$ cat src/rtl/core_mem_arbiter.sv
// -----------------------------------------------------------------------------
// core_mem_arbiter
//
// Shares one single-outstanding memory port between the instruction-fetch side
// and the load/store side of the core. Each side holds its request until its
// stall drops. The arbiter turns that into a registered valid/ready bus request
// followed by a response. Data has priority over fetch, but a waiting fetch
// gets the bus after STARVE_LIMIT consecutive data grants. A response that
// does not arrive within TIMEOUT cycles completes with an error and zero data.
//
// Parameters
//   STARVE_LIMIT  consecutive data grants allowed while fetch waits (1..15)
//   TIMEOUT       response-wait cycles before forced error completion (1..255)
//
// Ports
//   clk, reset                      clock, synchronous active-low reset
//   if_req/if_addr                  fetch request (held while if_stall=1)
//   if_rdata/if_stall/if_fault      fetch result, stall and access fault
//   d_req/d_we/d_addr/d_wdata/d_wmask  load/store request (held while d_stall=1)
//   d_rdata/d_stall/d_err           load data, stall and bus error
//   m_req_valid/m_req_ready         bus request handshake
//   m_we/m_addr/m_wdata/m_wmask     registered bus request fields
//   m_rsp_valid/m_rdata/m_rsp_err   bus response (always accepted in RSP)
// -----------------------------------------------------------------------------
module core_mem_arbiter #(
  parameter int unsigned STARVE_LIMIT = 4,
  parameter int unsigned TIMEOUT      = 255
) (
  input  logic        clk,
  input  logic        reset,
  input  logic        if_req,
  input  logic [31:0] if_addr,
  output logic [31:0] if_rdata,
  output logic        if_stall,
  output logic        if_fault,
  input  logic        d_req,
  input  logic        d_we,
  input  logic [31:0] d_addr,
  input  logic [31:0] d_wdata,
  input  logic [3:0]  d_wmask,
  output logic [31:0] d_rdata,
  output logic        d_stall,
  output logic        d_err,
  output logic        m_req_valid,
  input  logic        m_req_ready,
  output logic        m_we,
  output logic [31:0] m_addr,
  output logic [31:0] m_wdata,
  output logic [3:0]  m_wmask,
  input  logic        m_rsp_valid,
  input  logic [31:0] m_rdata,
  input  logic        m_rsp_err
);

  localparam logic [3:0] STARVE_LIM  = 4'(STARVE_LIMIT);
  localparam logic [7:0] TIMEOUT_LIM = 8'(TIMEOUT);

  typedef enum logic [1:0] {
    IDLE = 2'd0,
    REQ  = 2'd1,
    RSP  = 2'd2,
    DONE = 2'd3
  } state_t;

  state_t      state_r;
  state_t      state_next_s;

  // Transaction bookkeeping
  logic        owner_data_r;   // 1 = load/store side owns the bus, 0 = fetch
  logic        cancel_r;       // owner dropped its request mid-transaction
  logic [3:0]  run_cnt_r;      // consecutive data grants while fetch waited
  logic [7:0]  tmo_cnt_r;      // response-wait cycles spent in RSP

  // Registered bus request
  logic        m_req_valid_r;
  logic        m_we_r;
  logic [31:0] m_addr_r;
  logic [31:0] m_wdata_r;
  logic [3:0]  m_wmask_r;

  // Registered per-side results
  logic [31:0] if_rdata_r;
  logic        if_fault_r;
  logic [31:0] d_rdata_r;
  logic        d_err_r;

  // Decoded control
  logic        grant_fetch_s;
  logic        grant_data_s;
  logic        owner_req_s;
  logic        rsp_take_s;
  logic        tmo_hit_s;
  logic        deliver_s;
  logic        done_live_s;

  // State register
  always_ff @(posedge clk) begin
    if (!reset) begin
      state_r <= IDLE;
    end else begin
      state_r <= state_next_s;
    end
  end

  // Next-state decode
  always_comb begin
    state_next_s = state_r;
    case (state_r)
      IDLE: begin
        if (grant_fetch_s || grant_data_s) begin
          state_next_s = REQ;
        end else begin
          state_next_s = IDLE;
        end
      end
      REQ: begin
        if (m_req_ready) begin
          state_next_s = RSP;
        end else begin
          state_next_s = REQ;
        end
      end
      RSP: begin
        if (m_rsp_valid || (tmo_cnt_r == TIMEOUT_LIM)) begin
          state_next_s = DONE;
        end else begin
          state_next_s = RSP;
        end
      end
      DONE: begin
        state_next_s = IDLE;
      end
      default: begin
        state_next_s = IDLE;
      end
    endcase
  end

  // Output/control decode: arbitration, completion and stall generation
  always_comb begin
    grant_fetch_s = 1'b0;
    grant_data_s  = 1'b0;
    if (state_r == IDLE) begin
      // Fetch wins when alone, or when data has hogged the bus long enough.
      if (if_req && (!d_req || (run_cnt_r == STARVE_LIM))) begin
        grant_fetch_s = 1'b1;
      end else if (d_req) begin
        grant_data_s = 1'b1;
      end else begin
        grant_data_s = 1'b0;
      end
    end else begin
      grant_fetch_s = 1'b0;
    end

    owner_req_s = owner_data_r ? d_req : if_req;
    rsp_take_s  = (state_r == RSP) && m_rsp_valid;
    tmo_hit_s   = (state_r == RSP) && !m_rsp_valid && (tmo_cnt_r == TIMEOUT_LIM);

    // A completion only reaches the owner if it kept its request up the
    // whole way; otherwise the transaction drains silently.
    deliver_s   = (rsp_take_s || tmo_hit_s) && owner_req_s && !cancel_r;
    done_live_s = (state_r == DONE) && !cancel_r;

    if_stall    = if_req && !(done_live_s && !owner_data_r);
    d_stall     = d_req  && !(done_live_s &&  owner_data_r);
  end

  // Bus request register: fields captured at grant, valid held through REQ
  always_ff @(posedge clk) begin
    if (!reset) begin
      m_req_valid_r <= 1'b0;
      m_we_r        <= 1'b0;
      m_addr_r      <= 32'h0000_0000;
      m_wdata_r     <= 32'h0000_0000;
      m_wmask_r     <= 4'h0;
      owner_data_r  <= 1'b0;
    end else if (grant_data_s) begin
      m_req_valid_r <= 1'b1;
      m_we_r        <= d_we;
      m_addr_r      <= d_addr;
      m_wdata_r     <= d_wdata;
      m_wmask_r     <= d_wmask;
      owner_data_r  <= 1'b1;
    end else if (grant_fetch_s) begin
      m_req_valid_r <= 1'b1;
      m_we_r        <= 1'b0;
      m_addr_r      <= if_addr;
      m_wdata_r     <= 32'h0000_0000;
      m_wmask_r     <= 4'h0;
      owner_data_r  <= 1'b0;
    end else if ((state_r == REQ) && m_req_ready) begin
      m_req_valid_r <= 1'b0;
    end else begin
      m_req_valid_r <= m_req_valid_r;
    end
  end

  // Cancellation tracking: sticky once the owner lets go before DONE
  always_ff @(posedge clk) begin
    if (!reset) begin
      cancel_r <= 1'b0;
    end else if (grant_data_s || grant_fetch_s) begin
      cancel_r <= 1'b0;
    end else if ((state_r == REQ) || (state_r == RSP)) begin
      cancel_r <= cancel_r || !owner_req_s;
    end else begin
      cancel_r <= cancel_r;
    end
  end

  // Starvation counter: counts data grants that overtook a waiting fetch
  always_ff @(posedge clk) begin
    if (!reset) begin
      run_cnt_r <= 4'd0;
    end else if (grant_data_s) begin
      if (!if_req) begin
        run_cnt_r <= 4'd0;
      end else if (run_cnt_r != 4'hF) begin
        run_cnt_r <= run_cnt_r + 4'd1;
      end else begin
        run_cnt_r <= run_cnt_r;
      end
    end else if (grant_fetch_s) begin
      run_cnt_r <= 4'd0;
    end else begin
      run_cnt_r <= run_cnt_r;
    end
  end

  // Response timeout counter: zero on RSP entry, counts idle RSP cycles
  always_ff @(posedge clk) begin
    if (!reset) begin
      tmo_cnt_r <= 8'd0;
    end else if (state_r == REQ) begin
      tmo_cnt_r <= 8'd0;
    end else if ((state_r == RSP) && !m_rsp_valid && (tmo_cnt_r != TIMEOUT_LIM)) begin
      tmo_cnt_r <= tmo_cnt_r + 8'd1;
    end else begin
      tmo_cnt_r <= tmo_cnt_r;
    end
  end

  // Per-side result registers: written on a delivered completion, flags
  // cleared when the FSM returns to IDLE
  always_ff @(posedge clk) begin
    if (!reset) begin
      if_rdata_r <= 32'h0000_0000;
      if_fault_r <= 1'b0;
      d_rdata_r  <= 32'h0000_0000;
      d_err_r    <= 1'b0;
    end else if (deliver_s) begin
      if (owner_data_r) begin
        d_rdata_r <= rsp_take_s ? m_rdata : 32'h0000_0000;
        d_err_r   <= rsp_take_s ? m_rsp_err : 1'b1;
      end else begin
        if_rdata_r <= rsp_take_s ? m_rdata : 32'h0000_0000;
        if_fault_r <= rsp_take_s ? m_rsp_err : 1'b1;
      end
    end else if (state_r == DONE) begin
      if_fault_r <= 1'b0;
      d_err_r    <= 1'b0;
    end else begin
      if_fault_r <= if_fault_r;
      d_err_r    <= d_err_r;
    end
  end

  assign m_req_valid = m_req_valid_r;
  assign m_we        = m_we_r;
  assign m_addr      = m_addr_r;
  assign m_wdata     = m_wdata_r;
  assign m_wmask     = m_wmask_r;
  assign if_rdata    = if_rdata_r;
  assign if_fault    = if_fault_r;
  assign d_rdata     = d_rdata_r;
  assign d_err       = d_err_r;

endmodule

$ cat config.mk
export PLATFORM = sky130hd
export DESIGN_NAME = core_mem_arbiter
export DESIGN_NICKNAME = d
export VERILOG_FILES = /design/src/rtl/core_mem_arbiter.sv
export SDC_FILE = /design/constraint.sdc
export NUM_CORES = 1
export LEC_CHECK = 0
export ABC_CLOCK_PERIOD_IN_PS = 4440
export BUFFER_PORTS_ARGS = -buffer_cell sky130_fd_sc_hd__buf_2
export CAP_MARGIN = 10
export CORE_MARGIN = 1.5
export CORE_UTILIZATION = 25
export CTS_BUF_LIST = sky130_fd_sc_hd__clkbuf_4 sky130_fd_sc_hd__clkbuf_8
export DETAILED_ROUTE_END_ITERATION = 7
export PLACE_DENSITY_LB_ADDON = 0.1
export SYNTH_ARGS = -nofsm -noshare
export SYNTH_HDL_FRONTEND = slang
export SYNTH_SLANG_ARGS = --single-unit
$ cat constraint.sdc
create_clock -name clk -period 4.44 [get_ports clk]
set_input_delay 0.888 -clock clk [delete_from_list [all_inputs] [get_ports clk]]
set_output_delay 0.888 -clock clk [all_outputs]
set_load 0.02 [all_outputs]
Word-level counts from Yosys, hierarchy flattened
Index checks and enable logic that the tools add are counted.
- register bits: 152
- output and inout bits: 138
- input port bits: 140
- logic and storage cells: 97
- muxes and demuxes: 32
- $add $sub $neg: 2
- equality and inequality tests: 10
- reductions and logical operators: 37
- bitwise gates (word level): 2
- operator list (operator ; number):
    32-bit 2-to-1 mux ; 5
    1-bit 2-to-1 mux ; 20
    4-bit 2-to-1 mux ; 5
    1-bit logical AND ; 13
    2-bit AND reduction ; 5
    8-bit by 1-bit adder with 8-bit output, second input constant ; 1
    8-bit equality test, second input constant ; 1
    8-bit != test, second input constant ; 1
    2-bit one-hot mux with 4 select lines ; 1
    1-bit logical NOT ; 7
    1-bit logical OR ; 6
    4-bit by 1-bit adder with 4-bit output, second input constant ; 1
    2-bit equality test, second input constant ; 2
    4-bit by 3-bit equality test with 1-bit output, second input constant ; 1
    2-bit != test, second input constant ; 2
    4-bit != test, second input constant ; 1
    2-bit nonzero test ; 2
    2-bit OR reduction ; 2
    3-bit by 2-bit != test with 1-bit output, second input constant ; 1
    3-bit nonzero test ; 1
    2-bit by 1-bit equality test with 1-bit output, second input constant ; 1
    2-bit logical NOT ; 1
    2-bit 2-to-1 mux ; 1
    1-bit inverter ; 2

Depth between registers and ports, before layout
Gate-level depths: netlist of run 1.
- depth in word-level cells: 8
- mapped depth: 8
- gate-level depth less buffers: 6

Worst setup path before layout of run 1
Ideal clock, no wire load.
- kind: input -> output
- from: input port if_req
- to: output port if_stall
- required time: 3.552 ns
- stages on the path: 2
- slack: 2.250 ns
- data arrival time: 1.302 ns
- buffers on the path: 1
- cell sequence: buf_2 > o31a_1
- word-level cells in the longest chain between the ends: 1
- ends and longest elaborated chain (element ; RTL line ; source):
    from (decl) ; 31 ; input logic if_req,
    1-bit logical AND ; 165 ; if_stall = if_req && !(done_live_s && !owner_data_r);
    to (decl) ; 34 ; output logic if_stall,
Every way passes these cells.

Final worst setup path of run 1
- from: input port if_req
- to: register if_rdata_r[30], in the netlist if_rdata[30]
- word-level cells in the longest chain between the ends: 4
- ends and longest elaborated chain (element ; RTL line ; source):
    1-bit 2-to-1 mux ; 156 ; owner_req_s = owner_data_r ? d_req : if_req;
    1-bit logical AND (2 in a row) ; 162 ; deliver_s = (rsp_take_s || tmo_hit_s) && owner_req_s && !cancel_r;
    2-bit AND reduction (no source line) ; n/a ;
    to (signal assigned) ; 257 ; if_rdata_r <= rsp_take_s ? m_rdata : 32'h0000_0000;
    to (decl) ; 82 ; logic [31:0] if_rdata_r;
Every way passes these cells.
A chain may end at the register's enable or synchronous reset.

==> results of run 1 <==
-- power groups by stage --
| stage | registers (mW) | clock network [mW] | logic, mW |
|---|---|---|---|
| after floorplan | 1.58 | 0 | 0.225 |
| after global placement | 1.50 | 0 | 0.501 |
| after detailed placement | 1.50 | 0 | 0.496 |
| after CTS | 1.47 | 1.11 | 0.496 |
| after global routing | 1.48 | 1.17 | 0.540 |
| final | 1.47 | 1.07 | 0.489 |
-- worst max-delay path, delay by kind of cell --
kind	cells	cell delay [ps]
buffers and inverters	2	680
and+or+nand+nor	2	1060
muxes	2	290
-- synthesized netlist by cell type (all sizes together) --
master / instances
o31ai: 3
nand4b: 1
nor3b: 2
o21a: 3
mux2i: 97
and4: 1
a211o: 2
nand2b: 1
o22ai: 1
nor3: 1
o21ai: 39
nand3: 15
o311a: 1
o41ai: 1
clkbuf: 35
and2: 1
a211oi: 1
o21bai: 1
a21boi: 1
o311ai: 1
o31a: 2
nor2: 6
nand4: 4
ha: 7
nand2: 111
inv: 10
or4: 2
nor2b: 41
a21oi: 41
a221oi: 1
and3: 3
a22oi: 37
buf: 15
dfxtp: 152
xnor2: 2
a31oi: 2
nand3b: 1
-- layout make-up --
type,instances,area share (%)
sequential,152,37.4
clock buffer,18,3.04
clock inverter,14,1.71
multi-input combinational,433,34.8
inverter,10,0.461
timing repair buffer,283,17.6
tap,324,4.98
-- logic make-up after synthesis --
group / Yosys count / synth area share [%]
compound gates: 137 / 13.6
xor+xnor: 2 / 0.283
fa+ha+maj: 7 / 1.42
buf+inv: 60 / 5.18
flops: 152 / 49.2
mux: 97 / 15.7
simple gates: 190 / 14.6
-- worst max-delay path by stage --
stage | startpoint | end | slack (ps)
2_1_floorplan | if_req | if_stall | 2250
3_3_place_gp | if_req | if_rdata[29] | 1300
3_5_place_dp | if_req | if_rdata[0] | 1290
4_1_cts | tmo_cnt_r[0] | if_rdata[1] | 1790
5_1_grt | state_r[0] | if_rdata[3] | 1610
6_report | if_req | if_rdata[30] | 1820
-- metrics by stage --
step / hold slack (ps) / utilization, % / area [um^2]
6_report: 456 / 33.5 / 8140
5_1_grt: 480 / 33.5 / 8140
4_1_cts: 460 / 33.5 / 8140
3_5_place_dp: 445 / 31.9 / 7760
3_3_place_gp: 440 / 31.9 / 7760
2_1_floorplan: 454 / - / 6180
-- state kept, by name (all words and copies together) (netlist names), named ones only --
register and flops:
cancel_r 1, if_rdata 32, state_r 1, tmo_cnt_r 8, run_cnt_r 4, d_err 1, owner_data_r 1, m_wdata 32
d_rdata 32, m_req_valid 1, m_wmask 4, m_addr 32, if_fault 1, m_we 1
-- per-layer routing --
metal  vias to the layer above  global-route usage [%]  part of all wire [%]  wire length, um
li1                       2746                       -                     -                -
met1                      2424                    16.7                    45             7930
met2                       167                    23.4                    48             8540
met3                        11                    3.95                   6.0             1070
met4                         0                    4.33                  0.98              174
met5                         -                       0                     0                0
==> flow_summary_export.csv, run 1 <==
group,metric,value,unit
yosys,per_instance_average_area_after_synthesis,9.58,um^2
finish,area_used_by_multi_input_combinational_logic,2840,um^2
outcome,status,"complete, no violations",
timing,fin_worst_skew,20.6,ps
clock_tree,cts-root-buf,"sky130_fd_sc_hd__clkbuf_8",
timing,timing_worst_slew_pin_value,1060,ps
timing,clock.fmax,382,MHz
worst_setup_path,cp_data_arrival_time,2950,ps
finish,final_layout_size_suffix_gt1_share,35.4,%
clock_tree,clock_latency_on_the_worst_skew_pair,450,ps
routing,first_iter_violations,233,
run,maxCapViolations,0,
worst_setup_path,critical_path.max_stage_delay,710,ps
routing,detail_route.drc_violations,0,
worst_setup_path,ff2ff_setup_slack,1860,ps
die,start_util,25.4,%
timing,final_critical_path_setup_slack,1820,ps
timing,timing.final.crit_share,59.0,%
finish,syn2layout_area_growth,31.7,%
placed_design,place_hpwl,12300,um
clock_tree,cts_inserted_buffers,17,
timing,period_needed,2620,ps
pwr,power.density,371,nW/um^2
die,dieWidth,160,um
grt,globalRouteOverflowTotal,0,
worst_setup_path,timing.critical_path.fanout_max,23,
timing,max-slew-margin-rel,29.1,%
clock_tree,post_cts.repair.setup_buffers,0,
die,placement_rows,57,
pwr,leakage,3.78,nW
finish,stdcell_count,1234,
finish,finalNetCount,1044,
grt,gr-usage-all-layers,13.7,%
hold_path,hp-class,"reg -> reg",
pwr,power.switching,0.931,mW
finish,area_taken_by_flip_flops_and_latches,3040,um^2
grt,grt_first_pass_wirelength,28000,um
worst_setup_path,critical_path.startpoint_type,"primary input",
yosys,synth-warning-count,0,
pwr,worst_ir_drop_on_vdd,0.000180,V
placed_design,buffer_ports.inserted,277,
worst_setup_path,crit_chain,"buf_2 > mux2i_1 > nor3b_4 > nand3_2 > buf_4 > mux2i_1",
yosys,post_synthesis_net_count,792,
routing,post_drt_wl_per_cell,14.4,um
yosys,synth_sequential_area_ratio,49.2,%
pwr,power.internal,2.09,mW
routing,drtAntennaViolNets,0,
worst_setup_path,critPathCaptureType,"register",
clock_tree,postCtsHoldBufs,0,
placed_design,detailedPlace.worstSlack,1290,ps
die,io-pin-count,278,
grt,vias_in_the_first_global_route,5252,
clock_tree,ctsResizeCount,0,
placed_design,placedCellCount,1202,
timing,timing.final.hold_violations,0,
routing,num_vias,5348,
placed_design,place.gp.congestion,0.719,
worst_setup_path,path_common_cell,"sky130_fd_sc_hd__mux2i_1",
worst_setup_path,timing.setup.critical_path_class,"in -> reg",
routing,viasPerCell,4.33,
yosys,synth_cell_type_count,44,
clock_tree,cts.sink_count,152,
yosys,postSynthRegisterBits,152,
yosys,synth_largest_area_cell,"sky130_fd_sc_hd__dfxtp_1",
finish,mostFrequentLayoutCell,"sky130_fd_sc_hd__buf_2",
routing,first_pass_iters,5,
timing,final-setup-viol-count,0,
finish,layout.cells.most_common_list,"sky130_fd_sc_hd__buf_2 (276), sky130_fd_sc_hd__dfxtp_1 (152), sky130_fd_sc_hd__nand2_1 (111)",
pwr,fin_total_pwr,3.02,mW
yosys,yosysTopAreaCellShare,49.2,%
worst_setup_path,timing.rr.end,"if_rdata[30]",
pwr,power_switching_share,30.8,%
pwr,p_clk_share,35.2,%
hold_path,hold_path_startpoint,"d_rdata[28]",
hold_path,timing.hold.worst_path_depth,2,
timing,unrepaired_setup_endpoints_after_global_routing,"no",
worst_setup_path,number_of_cells_on_the_worst_reg_to_reg_path,6,
die,die_area,25700,um^2
pwr,power.sequential.fraction,48.6,%
finish,nFillCells,2572,
clock_tree,max_buffers_root_to_sink,2,
routing,detail_route.wirelength,17700,um
worst_setup_path,critical_path_required,4770,ps
clock_tree,cts_htree_levels,4,
die,die_height,160,um
hold_path,min_delay_worst_endpoint,"d_rdata[28]",
pwr,combinationalPowerShare,16.2,%
worst_setup_path,rr_startpoint,"tmo_cnt_r[0]",
clock_tree,cts_tree,"done",
grt,grt_start_max_net_pins,76,
worst_setup_path,critical-path-slowest-cell,"sky130_fd_sc_hd__nand3_2",
timing,tns,0,ps
die,core,24300,um^2
yosys,netlist_instances,645,
clock_tree,register_clock_pin_slew_on_the_reported_worst_setup_and_hold_paths,90,ps
finish,n_antenna_cell,0,
grt,grt_antenna_before_repair,0,
yosys,post_syn_area,6180,um^2
timing,slew_violations,0,
yosys,synth.area.top_cells,"sky130_fd_sc_hd__dfxtp_1 (49%), sky130_fd_sc_hd__mux2i_1 (16%), sky130_fd_sc_hd__nand2_1 (6.7%)",
(Power assumes the default switching activity.)
==> run 2: changes to the inputs <==
Settings changed: ABC_CLOCK_PERIOD_IN_PS 4440 to 2630.
Clock period 4.44 ns to 2.63 ns, I/O delays scaled along.
==> run 2 against run 1 <==
  * Critical path depth shrank 3
  * Sequential cell count unchanged
  * Cell count is 0.32% higher
  * Largest power group unchanged
  * Critical path type is now reg -> out
  * Design area is 1.6% higher
  * Wire length down 0.22%
==> flow_summary_export.csv, run 2 (same netlist as run 1, synthesis figures left out) <==
group,metric,value,unit
routing,post_drt_wl_per_cell,14.3,um
finish,area_used_by_multi_input_combinational_logic,2840,um^2
worst_setup_path,cp_data_arrival_time,1550,ps
routing,num_vias,5384,
pwr,leakage,3.82,nW
timing,timing.final.hold_violations,0,
routing,drtAntennaViolNets,0,
hold_path,hold_path_startpoint,"d_wdata[1]",
finish,mostFrequentLayoutCell,"sky130_fd_sc_hd__buf_2",
finish,nFillCells,2570,
worst_setup_path,critical_path_required,2100,ps
clock_tree,cts.sink_count,152,
pwr,worst_ir_drop_on_vdd,0.000252,V
routing,first_iter_violations,260,
routing,detail_route.drc_violations,0,
clock_tree,ctsResizeCount,0,
pwr,power.density,624,nW/um^2
timing,slew_violations,0,
worst_setup_path,timing.critical_path.fanout_max,7,
die,placement_rows,57,
pwr,fin_total_pwr,5.16,mW
finish,layout.cells.most_common_list,"sky130_fd_sc_hd__buf_2 (276), sky130_fd_sc_hd__dfxtp_1 (152), sky130_fd_sc_hd__nand2_1 (111)",
grt,gr-usage-all-layers,13.6,%
finish,fin_area,8270,um^2
timing,period_needed,2070,ps
run,maxCapViolations,0,
timing,timing.final.crit_share,78.8,%
finish,n_antenna_cell,0,
die,core,24300,um^2
timing,fin_worst_skew,18.6,ps
worst_setup_path,crit_family,"flip-flops",
worst_setup_path,critical_path.n_buffers_inverters,2,
die,die_area,25700,um^2
clock_tree,post_cts.repair.setup_buffers,0,
worst_setup_path,critical_path.max_stage_delay,480,ps
placed_design,place.gp.congestion,0.745,
worst_setup_path,crit_chain,"inv_1 > o31a_1 > buf_2",
placed_design,buffer_ports.inserted,277,
clock_tree,register_clock_pin_slew_on_the_reported_worst_setup_and_hold_paths,100,ps
timing,tns,0,ps
timing,timing_worst_slew_pin_value,597,ps
timing,final_critical_path_setup_slack,558,ps
hold_path,hp-class,"in -> reg",
timing,unrepaired_setup_endpoints_after_global_routing,"no",
die,io-pin-count,278,
worst_setup_path,timing.rr.end,"m_wdata[6]",
placed_design,place_hpwl,12400,um
timing,timing.hold.ws,337,ps
worst_setup_path,ff2ff_setup_slack,610,ps
outcome,status,"complete, no violations",
die,start_util,25.4,%
hold_path,timing.hold.worst_path_depth,3,
die,die_height,160,um
worst_setup_path,critical-path-slowest-cell,"sky130_fd_sc_hd__dfxtp_1",
hold_path,min_delay_worst_endpoint,"m_wdata[1]",
timing,max-slew-margin-rel,60.2,%
grt,grt_start_max_net_pins,73,
clock_tree,cts-root-buf,"sky130_fd_sc_hd__clkbuf_8",
placed_design,placement.cell_area,7860,um^2
clock_tree,postCtsHoldBufs,0,
grt,globalRouteOverflowTotal,0,
clock_tree,cts_tree,"done",
worst_setup_path,critPathCaptureType,"primary output",
clock_tree,cts_htree_levels,4,
finish,syn2layout_area_growth,33.8,%
clock_tree,max_buffers_root_to_sink,2,
grt,vias_in_the_first_global_route,5231,
timing,final-setup-viol-count,0,
finish,area_taken_by_flip_flops_and_latches,3040,um^2
finish,finalNetCount,1048,
grt,grt_antenna_before_repair,0,
clock_tree,cts_inserted_buffers,17,
clock_tree,clock_latency_on_the_worst_skew_pair,450,ps
finish,final_layout_size_suffix_gt1_share,35.7,%
routing,first_pass_iters,4,
routing,viasPerCell,4.35,
timing,clock.fmax,483,MHz
routing,detail_route.wirelength,17700,um
worst_setup_path,critical_path.startpoint_type,"register",
placed_design,detailedPlace.worstSlack,455,ps
die,dieWidth,160,um
worst_setup_path,number_of_cells_on_the_worst_reg_to_reg_path,7,
worst_setup_path,timing.setup.critical_path_class,"reg -> out",
grt,grt_first_pass_wirelength,27700,um
[run 2: changes by cell type in the layout (fill, tap and decap cells not counted)]
cell and change:
sky130_fd_sc_hd__clkinv_8 +3, sky130_fd_sc_hd__clkinv_2 -2, sky130_fd_sc_hd__buf_12 +6, sky130_fd_sc_hd__inv_6 -1, sky130_fd_sc_hd__inv_8 -1, sky130_fd_sc_hd__buf_4 -2, sky130_fd_sc_hd__clkinvlp_4 +1
[run 2: worst min-delay path: cells and delay by family]
kind	cells	cell delay [ps]
buffers and inverters	1	80
AND/OR/NAND/NOR	1	90
AO/OA/AOI/OAI	1	50
[run 2: stage by stage]
stage               std cells  util, %
detailed placement       1206     32.3
floorplan                 645        -
global placement         1206     32.3
CTS                      1238     34.0
finish                   1238     34.0
global route             1238     34.0
[run 2: how the worst max path moves through the flow]
| stage | slack, ps | from | depth (start not counted) | to |
|---|---|---|---|---|
| after global routing | 420 | state_r[0] | 7 | m_wdata[16] |
| final | 560 | owner_data_r | 3 | d_stall |
| after detailed placement | 450 | if_req | 7 | m_wmask[2] |
| after global placement | 490 | if_req | 7 | m_wdata[3] |
| after floorplan | 810 | if_req | 7 | d_rdata[10] |
| after CTS | 500 | owner_data_r | 3 | d_stall |
[run 2: report_power, final]
group	switching (mW)	total [mW]	internal, mW	leakage [nW]
clock network	1.02	1.83	0.816	0.197
logic	0.519	0.849	0.329	2.39
registers	0.0597	2.48	2.42	1.24
[run 2: area by class of cell]
class	instances	share of cell area [%]
clock buffer	18	2.99
sequential	152	36.8
inverter	10	0.454
timing repair buffer	287	18.6
tap	324	4.90
clock inverter	14	2.00
multi-input combinational	433	34.3
[run 2: routing by layer]
metal	wire length (um)	vias up	part of all wire [%]	GRT usage [%]
li1	-	2746	-	-
met1	7970	2437	45	16.9
met2	8330	182	47	22.4
met3	1090	19	6.1	4.34
met4	294	0	1.7	4.46
met5	0	-	0	0
